`src/rtl/pollard_mod_sequencer_if.sv`:
```
// Job/result handshake and reduction-unit bus for the Pollard p-1 modular sequencer.
interface pollard_mod_sequencer_if #(
    parameter int unsigned CNT_W = 32
);
    logic              jobValid;
    logic              jobReady;
    logic [63:0]       jobExponent;
    logic [63:0]       jobNumber;
    logic              resultValid;
    logic              resultReady;
    logic [63:0]       result;
    logic              resultError;
    logic [CNT_W-1:0]  cycleCount;
    logic              modStart;
    logic              modReset;
    logic [63:0]       modExponent;
    logic [63:0]       modNumber;
    logic [7:0]        modLogNum;
    logic [63:0]       modResult;
    logic              modIsDone;

    // Host side: issues jobs, consumes results, plays the reduction unit.
    modport master (
        output jobValid, jobExponent, jobNumber, resultReady, modResult, modIsDone,
        input  jobReady, resultValid, result, resultError, cycleCount,
               modStart, modReset, modExponent, modNumber, modLogNum
    );

    // Sequencer side.
    modport slave (
        input  jobValid, jobExponent, jobNumber, resultReady, modResult, modIsDone,
        output jobReady, resultValid, result, resultError, cycleCount,
               modStart, modReset, modExponent, modNumber, modLogNum
    );
endinterface

```
`src/rtl/pollard_mod_sequencer.sv`:
```
// Initiator-side controller for the iterative 2^e mod n reduction unit.
// Finds floor(log2(n)) serially, resolves short exponents directly and
// otherwise runs the unit's start/reset/isDone protocol. All outputs registered.
module pollard_mod_sequencer #(
    parameter int unsigned MAX_EXP = 1000,
    parameter int unsigned CNT_W   = 32
) (
    input  logic                   clk,
    input  logic                   reset,
    pollard_mod_sequencer_if.slave bus
);
    localparam int unsigned DATA_W = 64;
    localparam int unsigned IDX_W  = 6;
    localparam int unsigned LOG_W  = 8;

    localparam logic [2:0] ST_FLUSH   = 3'd0;
    localparam logic [2:0] ST_IDLE    = 3'd1;
    localparam logic [2:0] ST_LOG     = 3'd2;
    localparam logic [2:0] ST_DECIDE  = 3'd3;
    localparam logic [2:0] ST_WAIT    = 3'd4;
    localparam logic [2:0] ST_ACK     = 3'd5;
    localparam logic [2:0] ST_CAPTURE = 3'd6;
    localparam logic [2:0] ST_RESP    = 3'd7;

    logic [2:0]        state_q,     state_d;
    logic [DATA_W-1:0] exp_q,       exp_d;
    logic [DATA_W-1:0] num_q,       num_d;
    logic [IDX_W-1:0]  idx_q,       idx_d;
    logic [IDX_W-1:0]  log_q,       log_d;
    logic              draining_q,  draining_d;

    logic              job_ready_q,    job_ready_d;
    logic              result_valid_q, result_valid_d;
    logic [DATA_W-1:0] result_q,       result_d;
    logic              result_error_q, result_error_d;
    logic [CNT_W-1:0]  cycle_count_q,  cycle_count_d;
    logic              mod_start_q,    mod_start_d;
    logic              mod_reset_q,    mod_reset_d;
    logic [DATA_W-1:0] mod_exponent_q, mod_exponent_d;
    logic [DATA_W-1:0] mod_number_q,   mod_number_d;
    logic [LOG_W-1:0]  mod_log_num_q,  mod_log_num_d;

    // 2^e for the direct path; only meaningful when e <= logNum <= 63.
    logic [DATA_W-1:0] direct_pow;
    assign direct_pow = DATA_W'(1) << exp_q[IDX_W-1:0];

    // Next-state and next-output logic; outputs follow the state being entered.
    always_comb begin
        state_d        = state_q;
        exp_d          = exp_q;
        num_d          = num_q;
        idx_d          = idx_q;
        log_d          = log_q;
        draining_d     = draining_q;
        job_ready_d    = job_ready_q;
        result_valid_d = result_valid_q;
        result_d       = result_q;
        result_error_d = result_error_q;
        cycle_count_d  = cycle_count_q;
        mod_start_d    = mod_start_q;
        mod_reset_d    = mod_reset_q;
        mod_exponent_d = mod_exponent_q;
        mod_number_d   = mod_number_q;
        mod_log_num_d  = mod_log_num_q;

        case (state_q)
            ST_FLUSH: begin
                // Let any half-finished unit run to completion on a harmless job.
                job_ready_d    = 1'b0;
                mod_start_d    = 1'b1;
                mod_reset_d    = 1'b0;
                mod_exponent_d = '0;
                mod_number_d   = '1;
                mod_log_num_d  = LOG_W'(DATA_W - 1);
                if (bus.modIsDone) begin
                    mod_reset_d = 1'b1;
                    state_d     = ST_ACK;
                end
            end
            ST_IDLE: begin
                mod_start_d = 1'b0;
                mod_reset_d = 1'b0;
                if (bus.jobValid) begin
                    exp_d         = bus.jobExponent;
                    num_d         = bus.jobNumber;
                    cycle_count_d = '0;
                    job_ready_d   = 1'b0;
                    if ((bus.jobNumber == '0) || (bus.jobExponent > DATA_W'(MAX_EXP))) begin
                        result_d       = '0;
                        result_error_d = 1'b1;
                        result_valid_d = 1'b1;
                        state_d        = ST_RESP;
                    end else begin
                        idx_d   = IDX_W'(DATA_W - 1);
                        state_d = ST_LOG;
                    end
                end
            end
            ST_LOG: begin
                // Leading-one search, MSB first, one bit per cycle.
                if (num_q[idx_q]) begin
                    log_d   = idx_q;
                    state_d = ST_DECIDE;
                end else begin
                    idx_d = idx_q - IDX_W'(1);
                end
            end
            ST_DECIDE: begin
                if (exp_q <= DATA_W'(log_q)) begin
                    // 2^e <= n: only the power-of-two equality case wraps to zero.
                    result_d       = (direct_pow == num_q) ? '0 : direct_pow;
                    result_error_d = 1'b0;
                    result_valid_d = 1'b1;
                    state_d        = ST_RESP;
                end else begin
                    mod_exponent_d = exp_q;
                    mod_number_d   = num_q;
                    mod_log_num_d  = LOG_W'(log_q);
                    mod_start_d    = 1'b1;
                    mod_reset_d    = 1'b0;
                    state_d        = ST_WAIT;
                end
            end
            ST_WAIT: begin
                if (cycle_count_q != '1) begin
                    cycle_count_d = cycle_count_q + CNT_W'(1);
                end
                if (bus.modIsDone) begin
                    mod_reset_d = 1'b1;
                    state_d     = ST_ACK;
                end
            end
            ST_ACK: begin
                // Unit publishes and clears on this edge; drop start so it stays idle.
                mod_start_d = 1'b0;
                mod_reset_d = 1'b0;
                if (draining_q) begin
                    draining_d  = 1'b0;
                    job_ready_d = 1'b1;
                    state_d     = ST_IDLE;
                end else begin
                    state_d = ST_CAPTURE;
                end
            end
            ST_CAPTURE: begin
                // The unit stops subtracting at equality, so n itself means zero.
                result_d       = (bus.modResult == num_q) ? '0 : bus.modResult;
                result_error_d = 1'b0;
                result_valid_d = 1'b1;
                state_d        = ST_RESP;
            end
            ST_RESP: begin
                if (bus.resultReady) begin
                    result_valid_d = 1'b0;
                    result_error_d = 1'b0;
                    job_ready_d    = 1'b1;
                    state_d        = ST_IDLE;
                end
            end
            default: begin
                state_d = ST_FLUSH;
            end
        endcase
    end

    // State and output registers; reset lands in FLUSH.
    always_ff @(posedge clk or negedge reset) begin
        if (!reset) begin
            state_q        <= ST_FLUSH;
            exp_q          <= '0;
            num_q          <= '0;
            idx_q          <= '0;
            log_q          <= '0;
            draining_q     <= 1'b1;
            job_ready_q    <= 1'b0;
            result_valid_q <= 1'b0;
            result_q       <= '0;
            result_error_q <= 1'b0;
            cycle_count_q  <= '0;
            mod_start_q    <= 1'b0;
            mod_reset_q    <= 1'b0;
            mod_exponent_q <= '0;
            mod_number_q   <= '1;
            mod_log_num_q  <= '0;
        end else begin
            state_q        <= state_d;
            exp_q          <= exp_d;
            num_q          <= num_d;
            idx_q          <= idx_d;
            log_q          <= log_d;
            draining_q     <= draining_d;
            job_ready_q    <= job_ready_d;
            result_valid_q <= result_valid_d;
            result_q       <= result_d;
            result_error_q <= result_error_d;
            cycle_count_q  <= cycle_count_d;
            mod_start_q    <= mod_start_d;
            mod_reset_q    <= mod_reset_d;
            mod_exponent_q <= mod_exponent_d;
            mod_number_q   <= mod_number_d;
            mod_log_num_q  <= mod_log_num_d;
        end
    end

    assign bus.jobReady    = job_ready_q;
    assign bus.resultValid = result_valid_q;
    assign bus.result      = result_q;
    assign bus.resultError = result_error_q;
    assign bus.cycleCount  = cycle_count_q;
    assign bus.modStart    = mod_start_q;
    assign bus.modReset    = mod_reset_q;
    assign bus.modExponent = mod_exponent_q;
    assign bus.modNumber   = mod_number_q;
    assign bus.modLogNum   = mod_log_num_q;
endmodule

```
`src/flat_wrapper.sv`:
```
// flat-port wrapper written by rule: the top's interface ports become plain ports
module pollard_mod_sequencer_flat 
#(
    parameter int unsigned MAX_EXP = 1000,
    parameter int unsigned CNT_W   = 32
)
  (clk, reset, bus_jobValid, bus_jobExponent, bus_jobNumber, bus_resultReady, bus_modResult, bus_modIsDone, bus_jobReady, bus_resultValid, bus_result, bus_resultError, bus_cycleCount, bus_modStart, bus_modReset, bus_modExponent, bus_modNumber, bus_modLogNum);
  pollard_mod_sequencer_if #(.CNT_W(CNT_W)) bus_i ();
  input  logic clk;
  input  logic reset;
  input wire logic [$bits(bus_i.jobValid)-1:0] bus_jobValid;
  input wire logic [$bits(bus_i.jobExponent)-1:0] bus_jobExponent;
  input wire logic [$bits(bus_i.jobNumber)-1:0] bus_jobNumber;
  input wire logic [$bits(bus_i.resultReady)-1:0] bus_resultReady;
  input wire logic [$bits(bus_i.modResult)-1:0] bus_modResult;
  input wire logic [$bits(bus_i.modIsDone)-1:0] bus_modIsDone;
  output wire logic [$bits(bus_i.jobReady)-1:0] bus_jobReady;
  output wire logic [$bits(bus_i.resultValid)-1:0] bus_resultValid;
  output wire logic [$bits(bus_i.result)-1:0] bus_result;
  output wire logic [$bits(bus_i.resultError)-1:0] bus_resultError;
  output wire logic [$bits(bus_i.cycleCount)-1:0] bus_cycleCount;
  output wire logic [$bits(bus_i.modStart)-1:0] bus_modStart;
  output wire logic [$bits(bus_i.modReset)-1:0] bus_modReset;
  output wire logic [$bits(bus_i.modExponent)-1:0] bus_modExponent;
  output wire logic [$bits(bus_i.modNumber)-1:0] bus_modNumber;
  output wire logic [$bits(bus_i.modLogNum)-1:0] bus_modLogNum;
  assign bus_i.jobValid = bus_jobValid;
  assign bus_i.jobExponent = bus_jobExponent;
  assign bus_i.jobNumber = bus_jobNumber;
  assign bus_i.resultReady = bus_resultReady;
  assign bus_i.modResult = bus_modResult;
  assign bus_i.modIsDone = bus_modIsDone;
  assign bus_jobReady = bus_i.jobReady;
  assign bus_resultValid = bus_i.resultValid;
  assign bus_result = bus_i.result;
  assign bus_resultError = bus_i.resultError;
  assign bus_cycleCount = bus_i.cycleCount;
  assign bus_modStart = bus_i.modStart;
  assign bus_modReset = bus_i.modReset;
  assign bus_modExponent = bus_i.modExponent;
  assign bus_modNumber = bus_i.modNumber;
  assign bus_modLogNum = bus_i.modLogNum;
  pollard_mod_sequencer #(.MAX_EXP(MAX_EXP), .CNT_W(CNT_W)) u_core (.clk(clk), .reset(reset), .bus(bus_i));
endmodule
```
`config.mk`:
```
export PLATFORM = sky130hd
export DESIGN_NAME = pollard_mod_sequencer_flat
export DESIGN_NICKNAME = d
export VERILOG_FILES = /design/src/rtl/pollard_mod_sequencer_if.sv /design/src/rtl/pollard_mod_sequencer.sv /design/src/flat_wrapper.sv
export SDC_FILE = /design/constraint.sdc
export NUM_CORES = 1
export LEC_CHECK = 0
export CAP_MARGIN = 20
export CORE_UTILIZATION = 51
export DETAILED_ROUTE_END_ITERATION = 7
export HOLD_SLACK_MARGIN = 0.1
export PLACE_DENSITY = 0.81
export SLEW_MARGIN = 20
export SYNTH_ARGS = -nofsm -noshare
export SYNTH_HDL_FRONTEND = slang
export SYNTH_SLANG_ARGS = --single-unit
```
`constraint.sdc`:
```
create_clock -name clk -period 3.81 [get_ports clk]
set_clock_uncertainty 0.15 [all_clocks]
set_input_delay 0.381 -clock clk [delete_from_list [all_inputs] [get_ports clk]]
set_output_delay 0.381 -clock clk [all_outputs]
set_load 0.05 [all_outputs]
```
==> impl_metrics.tcl, run 1 <==
set metrics [dict create \
    flow.area_growth_from_synthesis_pct 34.19 \
    finalHoldWorstSlack_ns 0.2396 \
    synth_compound_area_share_pct 17.37 \
    power_switching_share_pct 48.11 \
    timing.hold.worst.class "in2reg" \
    run_status "finished, final reports clean" \
    worst-setup-path-type "reg2reg" \
    critPathBufInv 2 \
    postCtsSetupBuffers 0 \
    setup_viol 0 \
    hold_viol 0 \
    tightest_slew_ns 0.9691 \
    yosysTopAreaCell "dfrtp_1" \
    critPathLaunchType "register" \
    fmaxAchievable_ghz 0.2808 \
    detail_route.first_pass.iterations 6 \
    path_delay_family "simple AND/OR/NAND/NOR gates" \
    pwr-share-comb_pct 50.9 \
    synth_cells 1911 \
    setup_total_negative_slack_ns 0 \
    wire_length_of_the_first_global_routing_pass_um 109300 \
    routed-wl-met2_um 32560 \
    worstSkewPairLatency_ns 0.55 \
    final.period_utilization_pct 93.46 \
    cts_root_buf "clkbuf_16" \
    wl_met1_um 27260 \
    period_minus_slack_ns 3.561 \
    dp_slack_ns 0.1362 \
    clock_h_tree_levels 2 \
    floorplan.core_area_um2 36520 \
    most-common-layout-cells "nand2_1, clkdlybuf4s50_1, dfrtp_1" \
    slew_headroom_pct 35.39 \
    p_seq_share_pct 32.9 \
    tritoncts.num_buffers 40 \
    die_span_in_y_um 194.2 \
    hpwl_um 51930 \
    worst_slack_ns 0.2492 \
    synth_top_family_by_area "simple AND/OR/NAND/NOR gates" \
    p_int_mw 13.63 \
    yosys_most_used_dff "dfrtp_1" \
    final-max-slew-violation-count 0 \
    vdd_ir_drop_max_mv 0.6508 \
    drtIter0Drc 2007 \
    static-leakage-power_nw 10.78 \
    yosys.cell_types.count 77 \
    simple_gate_area_share_of_the_yosys_netlist_pct 21.06 \
    cp_slowest_cell "dfrtp_1" \
    grt_use_total_pct 37.98 \
    drt_drc_violations_left 0 \
    route.met3.wl_um 8191 \
    clock-sinks 379 \
    maximum_count_of_clock_buffers_along_a_single_path 3 \
    route.top_layer_used "met4" \
    globalplace.congestion 1.044 \
    io_buffers 431 \
    fp.dieArea_um2 37720 \
    post_synth_mux_area_share_pct 2.404 \
    drive_gt1_share_pct 10.17 \
    synth.avg_cell_area_um2 9.859 \
    sequential_fraction_of_the_synthesis_area_pct 50.77 \
    detail-route-antenna-nets 0 \
    cap_viol_max_count 0 \
    total_standard_cell_area_after_synthesis_um2 18840 \
    commonest_non_fill_non_tap_cell_in_the_layout "nand2_1" \
    netlist.area_leader.share_pct 41.71 \
    placement_rows 70 \
    synth_xor_area_share_pct 3.719 \
    synthAdderAreaFrac_pct 0.5313 \
    initial_utilization_pct 51.59 \
    antenna_found_initial 1 \
    number_of_warning_messages_in_the_yosys_log 0 \
    route.vias.total 18098 \
    worst-endpoint-required_ns 4.08 \
    grt_pass1_vias 17632 \
    power_mw 26.28 \
    wl_per_cell_um 25.84 \
    synth_edf_count 0 \
    avgViaCountPerCell 6.466 \
    power_density_nw_per_um2 1039 \
    asyncSetResetFlopFracSynth_pct 100.0 \
    final_nets 2504 \
    gr-total-overflow 0 \
    netSwitchingPower_mw 12.64 \
    cpPeakStageDelay_ns 0.65 \
    end_kind "register" \
    instances_no_fill 2799 \
    cts_tree "built" \
    horizontal_extent_of_the_die_um 194.2 \
    grt_start_max_net_pins 107 \
    critical_path_arrival_ns 3.83 \
    area_contributors_post_synth "dfrtp_1, dfstp_2, nand2_1" \
    setup_repair_after_global_routing_missed_its_margin "no" \
    cell_breakdown_of_the_critical_path "buf_4 -> nand4b_1 -> or4b_1 -> o21ai_0 -> o21ai_0 -> or4_1 -> nor4_4 -> buf_12 -> o41ai_1" \
    ios 434 \
    placed_cells 2724 \
    crit_path_frequent_cell "o21ai_0" \
    synth-seq-cells 379 \
    clkTransAtPathRegs_ns 0.06 \
    wirelength_um 72330 \
    clock_power_share_pct 16.2 \
    critPathMaxFanout 64 \
]
## worst register-to-register path: cells and delay by family (launching register included)
family | cells | cell delay, ns
buffers and inverters | 2 | 0.59
AOI/OAI and AO/OA | 3 | 0.41
and+or+nand+nor | 4 | 1.64
DFF | 1 | 0.65
## worst paths after layout
| path | startpoint | cells past startpoint | slack [ns] | to |
|---|---|---|---|---|
| setup reg to reg | u_core.exp_q[3] | 9 | 0.25 | u_core.bus.result[47] |
| setup / recovery | u_core.exp_q[3] | 9 | 0.25 | u_core.bus.result[47] |
| min in group asynchronous | reset | 2 | 0.31 | u_core.bus.result[4] |
| hold / removal | bus_jobExponent[32] | 3 | 0.24 | u_core.exp_q[32] |
| max in group asynchronous | reset | 3 | 2.17 | u_core.num_q[37] |
| hold reg to reg | u_core.draining_q | 1 | 0.33 | u_core.draining_q |
## flip-flops by register name (all words and copies together), names as in the netlist
name                    flops
u_core.idx_q                6
u_core.bus.result          64
u_core.exp_q               64
u_core.bus.jobReady         1
u_core.bus.modStart         1
u_core.num_q               64
u_core.bus.modReset         1
u_core.bus.modLogNum        6
u_core.log_q                6
u_core.bus.resultValid      1
u_core.bus.cycleCount      32
u_core.bus.modExponent     64
u_core.state_q              3
u_core.bus.resultError      1
u_core.draining_q           1
u_core.bus.modNumber       64
## power groups by stage
| stage | clock network, mW | registers [mW] | logic [mW] |
|---|---|---|---|
| final | 4.26 | 8.64 | 13.4 |
| after global routing | 4.45 | 8.77 | 14.0 |
| after CTS | 4.28 | 8.49 | 13.3 |
| after detailed placement | 0 | 8.51 | 13.2 |
| after global placement | 0 | 8.46 | 12.9 |
| after floorplan | 0 | 11.4 | 4.97 |
## synthesized netlist by cell type (6+ instances only)
| master | number |
|---|---|
| a21oi_1 | 32 |
| o21a_1 | 14 |
| nand2_1 | 433 |
| nand4_1 | 34 |
| nand3_1 | 19 |
| o22ai_1 | 9 |
| inv_1 | 24 |
| buf_2 | 7 |
| a2111oi_0 | 6 |
| nand2b_1 | 11 |
| nor4b_1 | 14 |
| nor4_1 | 77 |
| dfrtp_1 | 314 |
| a22oi_1 | 74 |
| xor2_1 | 70 |
| buf_6 | 7 |
| a2bb2oi_1 | 10 |
| nand4b_1 | 14 |
| nor2b_1 | 12 |
| nor3_1 | 23 |
| buf_1 | 8 |
| and4b_1 | 9 |
| ha_1 | 8 |
| o21ai_0 | 40 |
| a311oi_1 | 7 |
| and3_1 | 10 |
| nor4bb_1 | 11 |
| o22a_1 | 62 |
| or4_1 | 6 |
| mux2i_1 | 25 |
| a22o_1 | 64 |
| mux4_2 | 7 |
| clkbuf_1 | 140 |
| xnor2_1 | 10 |
| nor3b_1 | 7 |
| o41ai_1 | 64 |
| nand3b_1 | 10 |
| or3_1 | 12 |
| dfstp_2 | 65 |
| nor2_1 | 63 |
## what timing repair did
item / CTS / global route
hold buffers: 1 / 0
setup endpoints to repair: 0 / 4
endpoints found under the hold margin: 66 / 0
resized for setup: 0 / 1
## through the flow
stage,util [%],instance area [um2]
after floorplan,-,18840
after global placement,65.23,23820
after detailed placement,65.23,23820
after CTS,69.20,25270
after global routing,69.23,25280
final,69.23,25280
## cells by family after synthesis
kind of cell	count (synthesis)
buf+inv	189
xor+xnor	80
fa+ha+maj	8
other cells	1
compound gates	422
mux	36
simple gates	796
flops	379
## layout make-up
class	count	area (um2)
fill	2670	11240
sequential	379	9565
multi-input combinational	1344	8563
timing repair buffer	509	5032
clock buffer	57	1135
tap	468	585.6
clock inverter	16	305.3
inverter	25	93.84
antenna	1	2.502
## routing by layer
| layer | track usage [%] | vias up |
|---|---|---|
| met1 | 49.94 | 8783 |
| met4 | 20.52 | 0 |
| met5 | 0 | - |
| li1 | - | 7816 |
| met3 | 9.758 | 251 |
| met2 | 57.75 | 1248 |
No activity file was read; power rests on OpenSTA's default activity.
==> run 2, diff against run 1 <==
--- a/config.mk
+++ b/config.mk
@@ -6,10 +6,10 @@
 export NUM_CORES = 1
 export LEC_CHECK = 0
 export CAP_MARGIN = 20
-export CORE_UTILIZATION = 51
+export CORE_UTILIZATION = 40
 export DETAILED_ROUTE_END_ITERATION = 7
 export HOLD_SLACK_MARGIN = 0.1
-export PLACE_DENSITY = 0.81
+export PLACE_DENSITY = 0.66
 export SLEW_MARGIN = 20
 export SYNTH_ARGS = -nofsm -noshare
 export SYNTH_HDL_FRONTEND = slang
==> impl_metrics.tcl, run 2 (synthesis results as in run 1) <==
set metrics [dict create \
    cap_viol_max_count 0 \
    fin_util_pct 54.83 \
    detail_route.first_pass.iterations 7 \
    cp_slowest_cell "dfrtp_1" \
    antenna_found_initial 0 \
    wl_per_cell_um 25.59 \
    grt_use_total_pct 31.00 \
    drt_drc_violations_left 0 \
    slew_headroom_pct 34.81 \
    initial_utilization_pct 40.55 \
    setup_viol 0 \
    tightest_slew_ns 0.9756 \
    setup_repair_after_global_routing_missed_its_margin "no" \
    final-max-slew-violation-count 0 \
    gr-total-overflow 0 \
    final.period_utilization_pct 95.96 \
    final.fill_count 4127 \
    tritoncts.num_buffers 41 \
    maximum_count_of_clock_buffers_along_a_single_path 3 \
    globalplace.congestion 0.9750 \
    critPathMaxFanout 64 \
    period_minus_slack_ns 3.656 \
    worst-endpoint-required_ns 4.09 \
    vdd_ir_drop_max_mv 0.7465 \
    final_nets 2517 \
    postCtsSetupBuffers 0 \
    timing.hold.worst.class "in2reg" \
    die_span_in_y_um 219.0 \
    clock-sinks 379 \
    clkTransAtPathRegs_ns 0.06 \
    cell_breakdown_of_the_critical_path "or4b_4 -> or4b_1 -> a21boi_1 -> o22ai_1 -> or4_4 -> nor4_4 -> buf_12 -> o41ai_1" \
    placement_rows 79 \
    min_delay_path_depth 3 \
    drive_gt1_share_pct 10.67 \
    commonest_non_fill_non_tap_cell_in_the_layout "nand2_1" \
    worstSkewPairLatency_ns 0.58 \
    horizontal_extent_of_the_die_um 219.0 \
    cts_root_buf "clkbuf_16" \
    avgViaCountPerCell 6.039 \
    ff2ff_path_depth 8 \
    run_status "finished, final reports clean" \
    cpPeakStageDelay_ns 0.65 \
    hold_viol 0 \
    diodes 0 \
    grt_pass1_vias 16963 \
    cts_tree "built" \
    seqCellArea_um2 9565 \
    wirelength_um 75520 \
    critPathLaunchType "register" \
    multi_input_area_um2 8563 \
    clock_h_tree_levels 2 \
    setup_total_negative_slack_ns 0 \
    stdcell_area_um2 25470 \
    most-common-layout-cells "nand2_1, clkdlybuf4s50_1, dfrtp_1" \
    floorplan.core_area_um2 46460 \
    path_delay_family "simple AND/OR/NAND/NOR gates" \
    ios 434 \
    critical_path_arrival_ns 3.94 \
    drtIter0Drc 2060 \
    hpwl_um 55210 \
    grt_start_max_net_pins 112 \
    route.vias.total 17821 \
    flow.area_growth_from_synthesis_pct 35.21 \
    end_kind "register" \
    static-leakage-power_nw 10.82 \
    wire_length_of_the_first_global_routing_pass_um 110400 \
    fmaxAchievable_ghz 0.2735 \
    critPathBufInv 1 \
    power_density_nw_per_um2 1023 \
    fp.dieArea_um2 47970 \
    placed_cell_area_um2 24130 \
    worst-setup-path-type "reg2reg" \
    detail-route-antenna-nets 0 \
    finalHoldWorstSlack_ns 0.2157 \
    io_buffers 431 \
    cp.depth 8 \
]
## run 2: cell count changes in the layout (fill, tap and decap cells not counted)
cell       change
clkbuf_16      +2
clkinv_4       -2
clkinv_8       -1
inv_16         +1
buf_12         +3
inv_6          +1
inv_4          +1
clkinv_2       +4
buf_4          +9
diode_2        -1
bufinv_16      -7
clkbuf_1       +1
clkbuf_8       +2
## run 2: layout make-up
type                    count  area share [%]
clock buffers              62           4.774
clock inverters            13          0.4568
inverters                  25          0.3684
multi-input cells        1344           33.61
flip-flops and latches    379           37.55
well taps                 607           2.981
repair buffers            521           20.26
## run 2: power breakdown
group	internal, mW	switching, mW	leakage, nW	total (mW)
Sequential	6.10	2.50	4.68	8.60
Clock	2.29	1.68	0.660	3.97
Combinational	4.98	8.52	5.48	13.5
Total	13.4	12.7	10.8	26.1
## run 2: worst register-to-register path: stages, from the launching register on
cell,delay (ns)
dfrtp_1,0.65
or4b_4,0.56
or4b_1,0.48
a21boi_1,0.20
o22ai_1,0.13
or4_4,0.56
nor4_4,0.29
buf_12,0.34
o41ai_1,0.17
## run 2: what timing repair did
item / CTS / global route
hold buffers: 1 / 0
endpoints found under the setup margin: 0 / 64
resized for setup: 0 / 1
hold endpoints to repair: 77 / 0
## run 2: worst paths after layout
kind | from | endpoint | slack, ns
min in group asynchronous | reset | u_core.bus.result[12] | 0.29
worst min-delay path | bus_jobExponent[42] | u_core.exp_q[42] | 0.22
max in group asynchronous | reset | u_core.bus.result[17] | 2.18
worst max-delay path | u_core.exp_q[1] | u_core.bus.result[27] | 0.15
worst max register to register | u_core.exp_q[1] | u_core.bus.result[27] | 0.15
worst min register to register | u_core.draining_q | u_core.draining_q | 0.33
## run 2: through the flow
stage / worst slack, ns / total power [mW] / cells
floorplan: 0.4599 / 16.35 / 1912
detailed placement: -0.06948 / 21.92 / 2875
CTS: 0.03875 / 25.98 / 2951
global route: 0.02216 / 27.17 / 2951
finish: 0.1538 / 26.07 / 2951
global placement: -0.002624 / 21.73 / 2875
## run 2: per-layer routing
metal  wire, um  share of wire, %  track usage [%]
met5          0                 0                0
met4       3547               4.7            13.66
met3       6636               8.8            7.166
met2      34160                45            47.94
met1      31180                41            41.43
